===== config.mk =====
export PLATFORM = sky130hd
export DESIGN_NAME = alu_seq
export DESIGN_NICKNAME = d
export VERILOG_FILES = /design/src/rtl/alu_seq.sv
export SDC_FILE = /design/constraint.sdc
export NUM_CORES = 1
export LEC_CHECK = 0
export CAP_MARGIN = 30
export CORE_UTILIZATION = 59
export CTS_CLUSTER_DIAMETER = 200
export DETAILED_ROUTE_END_ITERATION = 8
export PLACE_DENSITY = 0.84
export SETUP_SLACK_MARGIN = 0.15
export SLEW_MARGIN = 20
export SYNTH_ARGS = -nofsm -noshare
export SYNTH_HDL_FRONTEND = slang
export SYNTH_SLANG_ARGS = --single-unit

===== constraint.sdc =====
create_clock -name clk -period 4.8 [get_ports clk]
set_input_delay 1.44 -clock clk [delete_from_list [all_inputs] [get_ports clk]]
set_output_delay 1.44 -clock clk [all_outputs]
set_load 0.05 [all_outputs]

===== src/rtl/alu_seq.sv =====
// Registered ALU with a start/done handshake and a multi-cycle shift-add
// unsigned multiply that also returns the high half of the product.
module alu_seq #(
    parameter int WIDTH = 8
) (
    input  logic             clk,
    input  logic             reset,
    input  logic             start,
    input  logic [WIDTH-1:0] a,
    input  logic [WIDTH-1:0] b,
    input  logic [3:0]       ALUControl,
    output logic             busy,
    output logic             done,
    output logic [WIDTH-1:0] y,
    output logic [WIDTH-1:0] hi,
    output logic             overflow,
    output logic             BranchFlag
);

    localparam int               CW     = $clog2(WIDTH) + 1;
    localparam logic [CW-1:0]    LAST   = CW'(WIDTH - 1);
    localparam logic [WIDTH-1:0] WLIM   = WIDTH'(WIDTH);
    localparam logic [3:0]       OP_MUL = 4'b1010;

    typedef enum logic [0:0] {S_IDLE = 1'b0, S_MUL = 1'b1} state_t;

    state_t             r_state, w_state_nxt;
    logic [2*WIDTH-1:0] r_mcand, w_mcand_nxt;
    logic [WIDTH-1:0]   r_mplier, w_mplier_nxt;
    logic [2*WIDTH-1:0] r_acc, w_acc_nxt;
    logic [CW-1:0]      r_cnt, w_cnt_nxt;
    logic [WIDTH-1:0]   r_y, w_y_nxt;
    logic [WIDTH-1:0]   r_hi, w_hi_nxt;
    logic               r_ovf, w_ovf_nxt;
    logic               r_done, w_done_nxt;
    logic [WIDTH:0]     w_alu;
    logic [2*WIDTH-1:0] w_sum;

    // Single-cycle opcodes; MSB of the result is carry/borrow, zero elsewhere.
    function automatic logic [WIDTH:0] alu_op(input logic [3:0] op,
                                              input logic [WIDTH-1:0] opa,
                                              input logic [WIDTH-1:0] opb);
        logic [WIDTH:0] res;
        case (op)
            4'b0000: res = {1'b0, opa} + {1'b0, opb};
            4'b0001: res = {1'b0, opa} - {1'b0, opb};
            4'b0010: res = {1'b0, opa & opb};
            4'b0011: res = {1'b0, opa | opb};
            4'b1000: res = {1'b0, opa ^ opb};
            4'b0100: res = {1'b0, opb};
            4'b0101: res = {{WIDTH{1'b0}}, &opb};
            4'b0110: res = {{WIDTH{1'b0}}, |opb};
            4'b0111: res = (opb >= WLIM) ? {(WIDTH+1){1'b0}} : {1'b0, opa << opb};
            4'b1001: res = (opb >= WLIM) ? {(WIDTH+1){1'b0}} : {1'b0, opa >> opb};
            default: res = {(WIDTH+1){1'b0}};
        endcase
        return res;
    endfunction

    assign w_alu = alu_op(ALUControl, a, b);
    assign w_sum = r_mplier[0] ? (r_acc + r_mcand) : r_acc;

    // State and datapath registers with synchronous reset.
    always_ff @(posedge clk) begin
        if (reset) begin
            r_state  <= S_IDLE;
            r_mcand  <= {(2*WIDTH){1'b0}};
            r_mplier <= {WIDTH{1'b0}};
            r_acc    <= {(2*WIDTH){1'b0}};
            r_cnt    <= {CW{1'b0}};
            r_y      <= {WIDTH{1'b0}};
            r_hi     <= {WIDTH{1'b0}};
            r_ovf    <= 1'b0;
            r_done   <= 1'b0;
        end else begin
            r_state  <= w_state_nxt;
            r_mcand  <= w_mcand_nxt;
            r_mplier <= w_mplier_nxt;
            r_acc    <= w_acc_nxt;
            r_cnt    <= w_cnt_nxt;
            r_y      <= w_y_nxt;
            r_hi     <= w_hi_nxt;
            r_ovf    <= w_ovf_nxt;
            r_done   <= w_done_nxt;
        end
    end

    // Next-state logic.
    always_comb begin
        w_state_nxt = r_state;
        case (r_state)
            S_IDLE: begin
                if (start && (ALUControl == OP_MUL)) w_state_nxt = S_MUL;
                else                                 w_state_nxt = S_IDLE;
            end
            S_MUL: begin
                if (r_cnt == LAST) w_state_nxt = S_IDLE;
                else               w_state_nxt = S_MUL;
            end
            default: w_state_nxt = S_IDLE;
        endcase
    end

    // Datapath and result updates; results hold unless a completion occurs.
    always_comb begin
        w_mcand_nxt  = r_mcand;
        w_mplier_nxt = r_mplier;
        w_acc_nxt    = r_acc;
        w_cnt_nxt    = r_cnt;
        w_y_nxt      = r_y;
        w_hi_nxt     = r_hi;
        w_ovf_nxt    = r_ovf;
        w_done_nxt   = 1'b0;
        case (r_state)
            S_IDLE: begin
                if (start && (ALUControl == OP_MUL)) begin
                    w_mcand_nxt  = {{WIDTH{1'b0}}, a};
                    w_mplier_nxt = b;
                    w_acc_nxt    = {(2*WIDTH){1'b0}};
                    w_cnt_nxt    = {CW{1'b0}};
                end else if (start) begin
                    w_y_nxt    = w_alu[WIDTH-1:0];
                    w_hi_nxt   = {WIDTH{1'b0}};
                    w_ovf_nxt  = w_alu[WIDTH];
                    w_done_nxt = 1'b1;
                end else begin
                    w_done_nxt = 1'b0;
                end
            end
            S_MUL: begin
                w_acc_nxt    = w_sum;
                w_mcand_nxt  = {r_mcand[2*WIDTH-2:0], 1'b0};
                w_mplier_nxt = {1'b0, r_mplier[WIDTH-1:1]};
                w_cnt_nxt    = r_cnt + {{(CW-1){1'b0}}, 1'b1};
                // Last iteration: w_sum already holds the full product.
                if (r_cnt == LAST) begin
                    w_y_nxt    = w_sum[WIDTH-1:0];
                    w_hi_nxt   = w_sum[2*WIDTH-1:WIDTH];
                    w_ovf_nxt  = (w_sum[2*WIDTH-1:WIDTH] != {WIDTH{1'b0}});
                    w_done_nxt = 1'b1;
                end else begin
                    w_done_nxt = 1'b0;
                end
            end
            default: w_done_nxt = 1'b0;
        endcase
    end

    assign busy       = (r_state == S_MUL);
    assign done       = r_done;
    assign y          = r_y;
    assign hi         = r_hi;
    assign overflow   = r_ovf;
    assign BranchFlag = (r_y == {WIDTH{1'b0}});

endmodule


==> results.md <==
- Routed wire length: ~16000 um
- CP max-delay cell: clkdlybuf4s50_1
- Syn Inst Count: between 600 and 700
- Crit-path cells: clkdlybuf4s50_1 -> or3_1 -> nor2_1 -> mux2_2 -> buf_4 -> fa_1 -> nor2b_1 -> o21ai_0 -> a21oi_1 -> o21a_1 -> o2111a_1 -> a211oi_1 -> a41o_1 -> a211oi_1
- First-pass GRT wire length: roughly 25000 um
- Fillers: a little over 700
- Total congestion overflow: 0
- # placed instances: between 700 and 800
- Part of the Yosys area used for sequential elements: 0.250
- Period utilization: 0.932
- Startpoint types: input port
- # port buffers: 42
- Maximum vdd drop: between 0.00015 and 0.0002 V
- Setup CP Type: input port to register
- CTS max path bufs: 2
- Layout cell share with drive strength beyond 1: 0.0908
- Min-delay worst type: register to register
- EDFF count, synth: 0
- DRT Pass-1 Iters: 7
- Max cap viols: 0
- Clock root cell: clkbuf_8
- Clock sinks: 63
- Vias per inst: 6.75
- DRC Markers: 0
- Req. time, crit path: 5.06 ns
- Final Slew Violations: 0
- # setup viols final: 0
- GPL Wtd Cong: about 1.0
- CP endpoint kind: register
- Yosys reg bits: 63
- Synth area leaders: dfxtp_1, ha_1, a21oi_1, nor2_1, a22oi_1
- Most used cell, CP: a211oi_1
- Crit path max fanout: 4
- Reg clk slew, reported paths: 0.07 ns
- Layout Cells excl Fill: a little over 800
- I/O pin cnt: 43
- Inserted Diodes: 0
- Clk_lat worst skew: ~0.35 ns
- Setup TNS: 0 ns
- Crit path largest cell delay: around 0.41 ns
- # H-tree levels: 3
- Critical path arrival: 4.73 ns
- Number of global-route vias before repair: 5079
- Final hold violation count: 0
- Drt wl/cell: just under 20 um
- Syn_area_per_cell: around 7.6 um2
- Core area: roughly 8300 um2
- Ys Warns: 0
- TritonCTS Buffers: 9
- Area occupied by multi-input gates: ~3500 um2
- Synthesis-to-layout area growth: 15.8%
- Worst-Margin Slew: between 0.6 and 0.7 ns
- Leakage: 2.29 nW
- Initial Util: 0.612
- Pwr/cell area: approximately 230 nW/um2
- Max_slew headroom: 0.539
- Die width: between 90 and 100 um
- Final ANT Viol Nets: 0
- Post-Syn Area: ~5100 um2
- Sequential Area: roughly 1300 um2
- RSZ-0062 raised after global routing: false
- 1st-iter DRT viols: a little under 500
- Die height: 94.5 um
- Net Count, Synth: 730
- Nets: about 770
- Rows: 33
- Min Tclk post-route: approximately 4.5 ns
- GRT Overall Usage: 0.369
- Synth unique cells: 73
- Detailed Place HPWL: 11900 um
- Synth top area share: 0.250
- Routed via count: between 5000 and 6000
- Post-CTS Hold Buffers: 0
- CTS tree: built
- Run status: finished clean
- Fmax: approximately 220 MHz
- Die area: roughly 8900 um2
- Main flop type after synthesis: dfxtp_1
- Cell taking the most area after synthesis: dfxtp_1
- Initial antenna violation count: 0
- Clk_skew: 0.0146 ns
- Post-synth ARST share: 0
- Leading cell type in the layout, fill and taps excluded: nor2_1
- Highest-count cells in the layout ignoring fill and taps: nor2_1, dfxtp_1, a21oi_1
- Largest net degree at the start of global routing: 48
## per-layer routing
layer	wire length (um)	vias up	part of all wire	GRT usage
met1	6730	2604	0.42	0.459
li1	-	2554	-	-
met5	0	-	0	0
met4	742	0	0.046	0.197
met2	7510	256	0.47	0.609
met3	1130	57	0.070	0.0580
## registers in the layout (all words and copies together) (netlist names)
| name | cells |
|---|---|
| r_acc | 16 |
| r_mcand | 16 |
| hi | 8 |
| r_mplier | 8 |
| y | 8 |
| r_cnt | 4 |
| busy | 1 |
| done | 1 |
| overflow | 1 |
## worst paths after layout
kind,cells after the start,endpoint,start,slack [ns]
min reg2reg,2,hi[5],hi[5],0.45
max reg2reg,10,overflow,r_mcand[0],1.77
min,2,hi[5],hi[5],0.45
max,14,overflow,ALUControl[1],0.33
## report_power, final
group / internal, mW / switching, mW / total, mW
clock network: 0.256 / 0.224 / 0.480
logic: 0.122 / 0.196 / 0.318
registers: 0.534 / 0.00974 / 0.544
total: 0.913 / 0.429 / 1.34
## worst max-delay path: cells and delay by family
kind / cells / cell delay (ns)
buffers and inverters: 2 / 0.55
adder cells (fa/ha/maj): 1 / 0.40
multiplexers: 1 / 0.36
AO/OA/AOI/OAI: 7 / 1.25
AND/OR/NAND/NOR: 3 / 0.72
## final cells by class
| class | count | share of cell area |
|---|---|---|
| Multi-Input combinational cell | 526 | 0.599 |
| Timing Repair Buffer | 69 | 0.109 |
| Clock inverter | 4 | 0.00941 |
| Sequential cell | 63 | 0.216 |
| Clock buffer | 12 | 0.0248 |
| Tap cell | 105 | 0.0225 |
| Inverter | 31 | 0.0199 |
## timing repair
item,4_1_cts,5_1_grt
endpoints found under the hold margin,0,0
setup endpoints to repair,0,1
gates resized for setup,0,1
buffers inserted,0,0
## per-stage QoR
step / utilization / area [um2] / setup WS [ns] / total power, mW / hold slack, ns
3_3_place_gp: 0.679 / 5610 / 0.0631 / 0.855 / 0.439
3_5_place_dp: 0.682 / 5630 / 0.0262 / 0.862 / 0.444
2_1_floorplan: - / 5050 / 0.242 / 0.750 / 0.446
5_1_grt: 0.708 / 5850 / 0.155 / 1.39 / 0.473
4_1_cts: 0.706 / 5830 / 0.354 / 1.33 / 0.452
6_report: 0.708 / 5850 / 0.328 / 1.34 / 0.450
## Yosys cell counts, types with 4 or more instances
cell type and instances:
clkbuf_1 30, buf_2 8, a31oi_1 13, nand4_1 7, o21bai_1 6, nand2_1 54, mux2_2 7, nor2b_1 13
dfxtp_1 63, ha_1 42, and2_1 4, a21oi_1 58, inv_1 31, o211ai_1 4, buf_1 4, o21ai_1 4
mux2i_1 5, o21ai_0 33, a311oi_1 5, nand2b_1 8, nand3_1 13, a211oi_1 14, nor3_1 17, o32a_1 6
o21a_1 8, a221oi_1 8, or3_1 5, xnor2_1 10, nor2_1 76, a22oi_1 28, o221ai_1 4, o41ai_1 5
## kinds of logic after synthesis
group / Yosys count / synth area share
compound gates: 235 / 0.319
xor+xnor: 12 / 0.0208
fa+ha+maj: 44 / 0.112
buf+inv: 74 / 0.0584
flops: 63 / 0.250
mux: 12 / 0.0255
simple gates: 223 / 0.214
Note: power is estimated with default switching activity, not from simulation.
